File: config.mk
export PLATFORM = sky130hd
export DESIGN_NAME = bcd_updown_counter_flat
export DESIGN_NICKNAME = d
export VERILOG_FILES = /design/src/rtl/bcd_pkg.sv /design/src/rtl/bcd_updown_counter_if.sv /design/src/rtl/bcd_digit_stage.sv /design/src/rtl/bcd_updown_counter.sv /design/src/flat_wrapper.sv
export SDC_FILE = /design/constraint.sdc
export NUM_CORES = 1
export LEC_CHECK = 0
export BUFFER_PORTS_ARGS = -buffer_cell sky130_fd_sc_hd__buf_2
export CAP_MARGIN = 20
export CORE_UTILIZATION = 35
export CTS_CLUSTER_DIAMETER = 50
export DETAILED_ROUTE_END_ITERATION = 8
export PLACE_DENSITY = 0.68
export SYNTH_ARGS = -nofsm -noshare
export SYNTH_HDL_FRONTEND = slang
export SYNTH_SLANG_ARGS = --single-unit
File: constraint.sdc
create_clock -name clk -period 1.4 [get_ports clk]
set_input_delay 0.14 -clock clk [delete_from_list [all_inputs] [get_ports clk]]
set_output_delay 0.14 -clock clk [all_outputs]
set_load 0.005 [all_outputs]
File: src/rtl/bcd_pkg.sv
// Shared definitions for the multi-digit BCD up/down counter.
// Contents: the BCD digit type, the digit limits, and a digit validity check.
package bcd_pkg;

  typedef logic [3:0] bcd_digit_t;

  localparam bcd_digit_t BCD_MAX = 4'd9;
  localparam bcd_digit_t BCD_MIN = 4'd0;

  function automatic logic is_bcd_valid(input bcd_digit_t d);
    return (d <= BCD_MAX);
  endfunction

endpackage

File: src/rtl/bcd_updown_counter_if.sv
// Control/status bundle of the BCD counter.
// Ports (slave = counter side):
//   en        in   count enable
//   up_dn     in   1 = count up, 0 = count down
//   load      in   synchronous parallel load strobe
//   load_val  in   BCD value to load, digit 0 in bits [3:0]
//   count     out  registered BCD count
//   tc        out  terminal count (combinational)
//   load_err  out  registered pulse after a load with a non-BCD digit
interface bcd_updown_counter_if #(parameter int DIGITS = 2);

  logic                  en;
  logic                  up_dn;
  logic                  load;
  logic [4*DIGITS-1:0]   load_val;
  logic [4*DIGITS-1:0]   count;
  logic                  tc;
  logic                  load_err;

  modport master (
    output en, up_dn, load, load_val,
    input  count, tc, load_err
  );

  modport slave (
    input  en, up_dn, load, load_val,
    output count, tc, load_err
  );

endinterface

File: src/rtl/bcd_digit_stage.sv
// One BCD digit of the cascaded counter.
// Ports:
//   clk_i         system clock
//   clr_i         asynchronous active-high clear
//   cin_i         step enable from the previous stage (or the counter enable)
//   hold_i        blocks stepping (used for saturation at the top level)
//   up_dn_i       1 = increment, 0 = decrement
//   load_i        parallel load strobe
//   load_digit_i  digit to load; non-BCD values are written as 0
//   digit_o       registered digit value
//   cout_o        step enable for the next stage: cin_i and digit at terminal value
//   invalid_o     load_digit_i is not a BCD digit
module bcd_digit_stage
  import bcd_pkg::*;
(
  input  logic       clk_i,
  input  logic       clr_i,
  input  logic       cin_i,
  input  logic       hold_i,
  input  logic       up_dn_i,
  input  logic       load_i,
  input  bcd_digit_t load_digit_i,
  output bcd_digit_t digit_o,
  output logic       cout_o,
  output logic       invalid_o
);

  bcd_digit_t digit_q, digit_d;

  always_comb begin
    digit_d = digit_q;
    if (load_i) begin
      digit_d = is_bcd_valid(load_digit_i) ? load_digit_i : BCD_MIN;
    end else if (cin_i && !hold_i) begin
      if (up_dn_i) digit_d = (digit_q == BCD_MAX) ? BCD_MIN : digit_q + 4'd1;
      else         digit_d = (digit_q == BCD_MIN) ? BCD_MAX : digit_q - 4'd1;
    end
  end

  always_ff @(posedge clk_i or posedge clr_i) begin
    if (clr_i) digit_q <= BCD_MIN;
    else       digit_q <= digit_d;
  end

  // Carry/borrow depends only on the incoming enable and the current digit,
  // never on hold_i, so the saturation gating cannot form a combinational loop.
  assign cout_o    = cin_i & (up_dn_i ? (digit_q == BCD_MAX) : (digit_q == BCD_MIN));
  assign invalid_o = ~is_bcd_valid(load_digit_i);
  assign digit_o   = digit_q;

endmodule

File: src/rtl/bcd_updown_counter.sv
// Parametrised multi-digit BCD up/down counter with load, digit validation
// and a terminal-count output for chaining (tc of one instance drives en of
// the next; both share clk and up_dn).
// Ports:
//   clk   system clock, rising edge
//   clr   asynchronous active-high clear
//   bus   slave side of bcd_updown_counter_if (en, up_dn, load, load_val,
//         count, tc, load_err)
// Parameter DIGITS: number of cascaded digits (1..8).
// Build option: define BCD_COUNTER_SATURATE_EN to hold at all-9s (up) or
// all-0s (down) instead of wrapping; load behaviour is unaffected.
module bcd_updown_counter
  import bcd_pkg::*;
#(
  parameter int DIGITS = 2
) (
  input  logic clk,
  input  logic clr,
  bcd_updown_counter_if.slave bus
);

  logic [DIGITS:0]     carry;
  logic [DIGITS-1:0]   invalid;
  logic [4*DIGITS-1:0] count_w;
  logic                sat_hold;
  logic                load_err_q, load_err_d;

  assign carry[0] = bus.en;

  for (genvar i = 0; i < DIGITS; i++) begin : g_stage
    bcd_digit_stage u_stage (
      .clk_i        (clk),
      .clr_i        (clr),
      .cin_i        (carry[i]),
      .hold_i       (sat_hold),
      .up_dn_i      (bus.up_dn),
      .load_i       (bus.load),
      .load_digit_i (bus.load_val[4*i +: 4]),
      .digit_o      (count_w[4*i +: 4]),
      .cout_o       (carry[i+1]),
      .invalid_o    (invalid[i])
    );
  end

`ifdef BCD_COUNTER_SATURATE_EN
  // At the terminal value with en high, freeze every digit.
  assign sat_hold = carry[DIGITS];
`else
  assign sat_hold = 1'b0;
`endif

  assign load_err_d = bus.load & (|invalid);

  always_ff @(posedge clk or posedge clr) begin
    if (clr) load_err_q <= 1'b0;
    else     load_err_q <= load_err_d;
  end

  assign bus.count    = count_w;
  assign bus.tc       = carry[DIGITS];
  assign bus.load_err = load_err_q;

endmodule

File: src/flat_wrapper.sv
// flat-port wrapper written by rule: the top's interface ports become plain ports
module bcd_updown_counter_flat import bcd_pkg::*;
#(
  parameter int DIGITS = 2
)
  (clk, clr, bus_en, bus_up_dn, bus_load, bus_load_val, bus_count, bus_tc, bus_load_err);
  bcd_updown_counter_if #(.DIGITS(DIGITS)) bus_i ();
  input  logic clk;
  input  logic clr;
  input wire logic [$bits(bus_i.en)-1:0] bus_en;
  input wire logic [$bits(bus_i.up_dn)-1:0] bus_up_dn;
  input wire logic [$bits(bus_i.load)-1:0] bus_load;
  input wire logic [$bits(bus_i.load_val)-1:0] bus_load_val;
  output wire logic [$bits(bus_i.count)-1:0] bus_count;
  output wire logic [$bits(bus_i.tc)-1:0] bus_tc;
  output wire logic [$bits(bus_i.load_err)-1:0] bus_load_err;
  assign bus_i.en = bus_en;
  assign bus_i.up_dn = bus_up_dn;
  assign bus_i.load = bus_load;
  assign bus_i.load_val = bus_load_val;
  assign bus_count = bus_i.count;
  assign bus_tc = bus_i.tc;
  assign bus_load_err = bus_i.load_err;
  bcd_updown_counter #(.DIGITS(DIGITS)) u_core (.clk(clk), .clr(clr), .bus(bus_i));
endmodule
Word level (Yosys, flattened, before mapping) --
Cells that the tools add are included.
Storage, ports and cells: word-level logic and storage cells 35, register bits after elaboration 9
Cells by class: bitwise gates (word level) 5, reduce and logical (&&, ||, !) cells 5, eq/ne operators 2, multiplexer cells 14, order comparisons 2, add/subtract/negate cells 4
Operator list (count):
- two-way mux 4 bit | 12
- adder 4 x 1 -> 4 bit, second input constant | 2
- equality test 4 bit, second input constant | 2
- <= comparator 4 bit, second input constant | 2
- zero test 4 bit | 2
- subtractor 4 x 1 -> 4 bit, second input constant | 2
- nonzero test 2 bit | 2
- bitwise AND 1 bit | 3
- two-way mux 1 bit | 2
- NOT 1 bit | 2
- OR reduction 2 bit | 1

Depth between registers and ports, before layout --
depth in word-level cells 5, depth in mapped cells 6

By module --
From an unflattened synthesis, not the netlist that was laid out.
Second synthesis, totals: cell total of the unflattened synthesis 100, area, all modules 818.3 um^2
By module, submodules not included:
- bcd_digit_stage | area an instance 389.1 um^2, sequential area each 100.1 um^2, times used 2, cells each 48
- bcd_updown_counter | area an instance 40.0 um^2, sequential area each 25.0 um^2, times used 1, cells each 4

Worst setup path before layout --
No wires, ideal clock.
path kind reg-to-reg, start reg u_core.g_stage[0].u_stage.digit_q[1], end reg u_core.g_stage[1].u_stage.digit_q[2], stages on the path, launching flop included 6, library setup time 0.129 ns, clock period less this slack 1.400 ns, data arrival time 1.271 ns, buffers on the path 1, slack 0.000 ns, data required time 1.271 ns, cell sequence dfrtp_1 -> clkbuf_1 -> nor2_1 -> o211ai_4 -> nor4_1 -> o31ai_1
On the way: longest elaborated chain between the ends 4
Ends and longest elaborated chain:
- start: declaration | line bcd_digit_stage.sv:28 | bcd_digit_t digit_q, digit_d;
- start signal: assignment | line bcd_digit_stage.sv:42 | else digit_q <= digit_d;
- equality test 4 bit / zero test 4 bit (equally long branches) | line bcd_digit_stage.sv:47 | assign cout_o = cin_i & (up_dn_i ? (digit_q == BCD_MAX) : (digit_q == BCD_MIN));
- two-way mux 1 bit * | line bcd_digit_stage.sv:47
- bitwise AND 1 bit * | line bcd_digit_stage.sv:47
- nonzero test 2 bit (no source line) *
- end signal: assignment | line bcd_digit_stage.sv:42
- end: declaration | line bcd_digit_stage.sv:28
Every way passes the cells marked *; elsewhere a longest branch is shown, timed or not. A chain may end at the register's enable or synchronous reset.

Worst setup path after layout --
start reg u_core.g_stage[1].u_stage.digit_q[3], end out bus_tc
On the way: longest elaborated chain between the ends 3
Ends and longest elaborated chain:
- equality test 4 bit / zero test 4 bit (equally long branches) | line bcd_digit_stage.sv:47
- two-way mux 1 bit * | line bcd_digit_stage.sv:47
- bitwise AND 1 bit * | line bcd_digit_stage.sv:47
- end: declaration | line flat_wrapper.sv:15 | output wire logic [$bits(bus_i.tc)-1:0] bus_tc;
Marks and branches as above.

==> impl_results.md <==
* Status: complete, but fails checks
* Failing checks: negative setup slack
* Yosys cell types at 48
* Crit end category: output port
* Crit path kind: flip-flop to output port
* Register area share after synthesis at 25.8%
* Final instance area at 1220 µm²
* Post-DRT Antenna Nets at 0
* Storage cell area at 225 µm²
* DR WL met2 at 1.09 mm
* Gr ovfl total at 0
* Largest net degree at the start of global routing at 20
* Worst-path clk slew at 0.06 ns
* Drt initial violations at 23
* RSZ-0062 raised after global routing: true
* Async set-reset flop share out of synthesis at 100%
* Worst hold stages at 3
* Dpl cells at 160
* Min-Delay Endpoint: u_core.g_stage[0].u_stage.digit_o[0]$_DFFE_PP0P_
* CTS Buf Count at 3
* Fin worst setup slack at -0.239 ns
* Clock Latency Late Sink at 0.25 ns
* Placed cell area at 1050 µm²
* CTS tree: yes
* Clock root buffer master: clkbuf_4
* Routability congestion estimate at 0.823
* Fin Clk Skew at 0.00136 ns
* H-tree levels at 1
* Worst Path Required at 1.26 ns
* Crit-path cells: or3_4 > a2111oi_4 > buf_2
* Vias/cell at 5.57
* Cells after Synth at 107
* Routed wire per std cell at 12.9 µm
* Leakage at 0.520 nW
* R2r endpoint: u_core.g_stage[1].u_stage.digit_o[3]$_DFFE_PP0P_
* Drt pass-1 iters at 4
* Peak supply drop at 504 µV
* Vias at 941
* Final setup vio count at 5
* Non-Filler Instances at 169
* CTS Buffer Depth at 2
* Top routing layer used: met4
* Buf/Inv on CP at 1
* Synthesis-stage register bit count at 9
* Fin. max-slew vios at 0
* Clk sinks at 9
* Crit path max-delay family: simple AND/OR/NAND/NOR gates
* CP Launch Type: flip-flop
* Fillcell total at 201
* DIE AREA at 2700 µm²
* Area grow syn2layout at 40.5%
* Area of the core at 2280 µm²
* Worst Hold Launch: bus_load_val[0]
* # rows at 17
* Max Clock Freq at 610 MHz
* # diodes at 0
* Post-synth EDFFs at 0
* Actual slew at the worst max-slew pin at 0.352 ns
* Total wire length at 2.19 mm
* Final nets at 155
* Pwr Density at 782 nW/µm²
* Post-synthesis cell area at 872 µm²
* Ports at 23
* Critical Path Slowest Stage Cell: or3_4
* Die width at 51.9 µm
* Met1 WL at 995 µm
* Global Route Usage Sum at 17.0%
* Hold Crit Class: input pin to flip-flop
* DRC viols at 0
* PortBufs at 22
* Area of the multi-input gates at 653 µm²
* Synthesized Nets at 120
* Setup slack, reg-to-reg at -0.04 ns
* Starting density of the core at 38.3%
* Die H at 51.9 µm
* Top_reg_cell synth: dfrtp_1
* WL met3 at 89 µm
* Worst Path Max Fanout at 3
* Max Cap Viol at 0
* Final Cycle Share at 117%
* CP max stage delay at 0.41 ns
* Synth warnings at 0
* Initial antenna violation count at 0
* Slew Limit Headroom at 76.5%
* First-pass GRT wire length at 3.46 mm
* Vias in the first global route at 781
* FF-to-FF Start: u_core.g_stage[1].u_stage.digit_o[3]$_DFFE_PP0P_
* Crit path time final at 1.64 ns
* Endpoints failing hold at 0
* Dpl hpwl at 1.50 mm
* Avg Cell Area, Syn at 8.15 µm²
* Layout cell share with drive strength beyond 1 at 44.7%
* Worst EP arrival at 1.50 ns
* FF-to-FF path depth at 5
[logic make-up (layout without fill, tap and decap cells)]
| family | Yosys count | after routing | synth area share (%) |
|---|---|---|---|
| mux | 1 | 1 | 1.15 |
| xor+xnor | 4 | 4 | 4.02 |
| compound gates | 34 | 34 | 29.3 |
| simple gates | 44 | 44 | 29.4 |
| flops | 9 | 9 | 25.8 |
| buf+inv | 15 | 49 | 10.3 |
[final cells by class]
type                    count  area share [%]
clock buffers               4            2.15
repair buffers             41            22.1
inverters                   4            1.23
flip-flops and latches      9            18.4
well taps                  28            2.86
multi-input cells          83            53.3
[state kept, by name, summed over array words and instances (netlist names)]
register	count
u_core.g_stage.u_stage.digit_o	8
u_core.bus.load_err	1
[per-layer routing]
| metal | track usage [%] | vias up |
|---|---|---|
| li1 | - | 460 |
| met1 | 23.7 | 449 |
| met2 | 26.3 | 28 |
| met3 | 1.46 | 4 |
| met4 | 7.66 | 0 |
| met5 | 0 | - |
[synth_stat cells, types with 2 or more instances]
master    instances  area share [%]
nor2_1            7             3.0
nor4_1            3             2.2
o31ai_1           2             1.7
a31oi_1           2             1.4
xnor2_1           3             3.0
dfrtp_1           9              26
buf_6             2             2.6
nor2b_1           4             2.9
nor3_1            2             1.1
nand2_1           9             3.9
a21boi_0          2             1.7
a21oi_1           3             1.7
nand2b_1          2             1.4
inv_1             4             1.7
nand3b_1          3             2.6
clkbuf_1          2            0.86
o21ai_0           7             4.0
o21ai_1           3             1.7
nand3_1           5             2.9
o22ai_1           2             1.4
buf_2             4             2.3
[worst reg2reg max path, delay by kind of cell (launching register included)]
family                 cells  cell delay [ns]
AND/OR/NAND/NOR            2             0.30
buffers and inverters      1             0.15
AO/OA/AOI/OAI              2             0.48
flip-flops                 1             0.39
[where the power goes]
group	internal, mW	leakage [nW]	switching [mW]
clock	0.109	0.0150	0.0849
combinational	0.213	0.394	0.238
sequential	0.289	0.111	0.0242
total	0.611	0.520	0.347
[timing repair]
action / in CTS / in global routing
endpoints found under the hold margin: 9 / 0
buffers inserted: 1 / 3
hold buffers: 1 / 0
resized for setup: 7 / 14
pin swaps: 6 / 4
setup endpoints to repair: 3 / 8
[how the worst max path moves through the flow]
stage                                                  endpoint  slack [ns]                                             start  depth (start not counted)
2_1_floorplan  u_core.g_stage[1].u_stage.digit_o[2]$_DFFE_PP0P_      0.0004  u_core.g_stage[0].u_stage.digit_o[1]$_DFFE_PP0P_                          5
3_3_place_gp   u_core.g_stage[1].u_stage.digit_o[2]$_DFFE_PP0P_      -0.005                                         bus_up_dn                          6
3_5_place_dp   u_core.g_stage[1].u_stage.digit_o[2]$_DFFE_PP0P_     -0.0004  u_core.g_stage[0].u_stage.digit_o[0]$_DFFE_PP0P_                          4
4_1_cts                                                  bus_tc       -0.23  u_core.g_stage[1].u_stage.digit_o[3]$_DFFE_PP0P_                          3
5_1_grt                                                  bus_tc       -0.33  u_core.g_stage[1].u_stage.digit_o[3]$_DFFE_PP0P_                          3
6_report                                                 bus_tc       -0.24  u_core.g_stage[1].u_stage.digit_o[3]$_DFFE_PP0P_                          3
[placed cells by master, fill, tap and decap left out, types with 4 or more instances in the layout]
| cell type | n |
|---|---|
| nor2_1 | 5 |
| inv_1 | 4 |
| nand2_1 | 9 |
| buf_4 | 14 |
| buf_6 | 4 |
| dfrtp_1 | 9 |
| o21ai_0 | 6 |
| nand3_1 | 4 |
| o21ai_1 | 4 |
| buf_2 | 22 |
[metrics by stage]
| step | setup TNS [ns] | hold WS, ns | setup slack [ns] | total power [mW] | utilization (%) |
|---|---|---|---|---|---|
| after floorplan | 0 | -0.0321 | 0.000380 | 0.559 | - |
| final | -0.367 | 0.148 | -0.239 | 0.958 | 53.8 |
| after global placement | -0.00496 | 0.114 | -0.00496 | 0.674 | 46.0 |
| after global routing | -0.762 | 0.160 | -0.326 | 1.03 | 53.8 |
| after detailed placement | -0.000392 | 0.124 | -0.000392 | 0.688 | 46.0 |
| after CTS | -0.234 | 0.142 | -0.234 | 0.906 | 49.8 |
(Power assumes the default switching activity.)
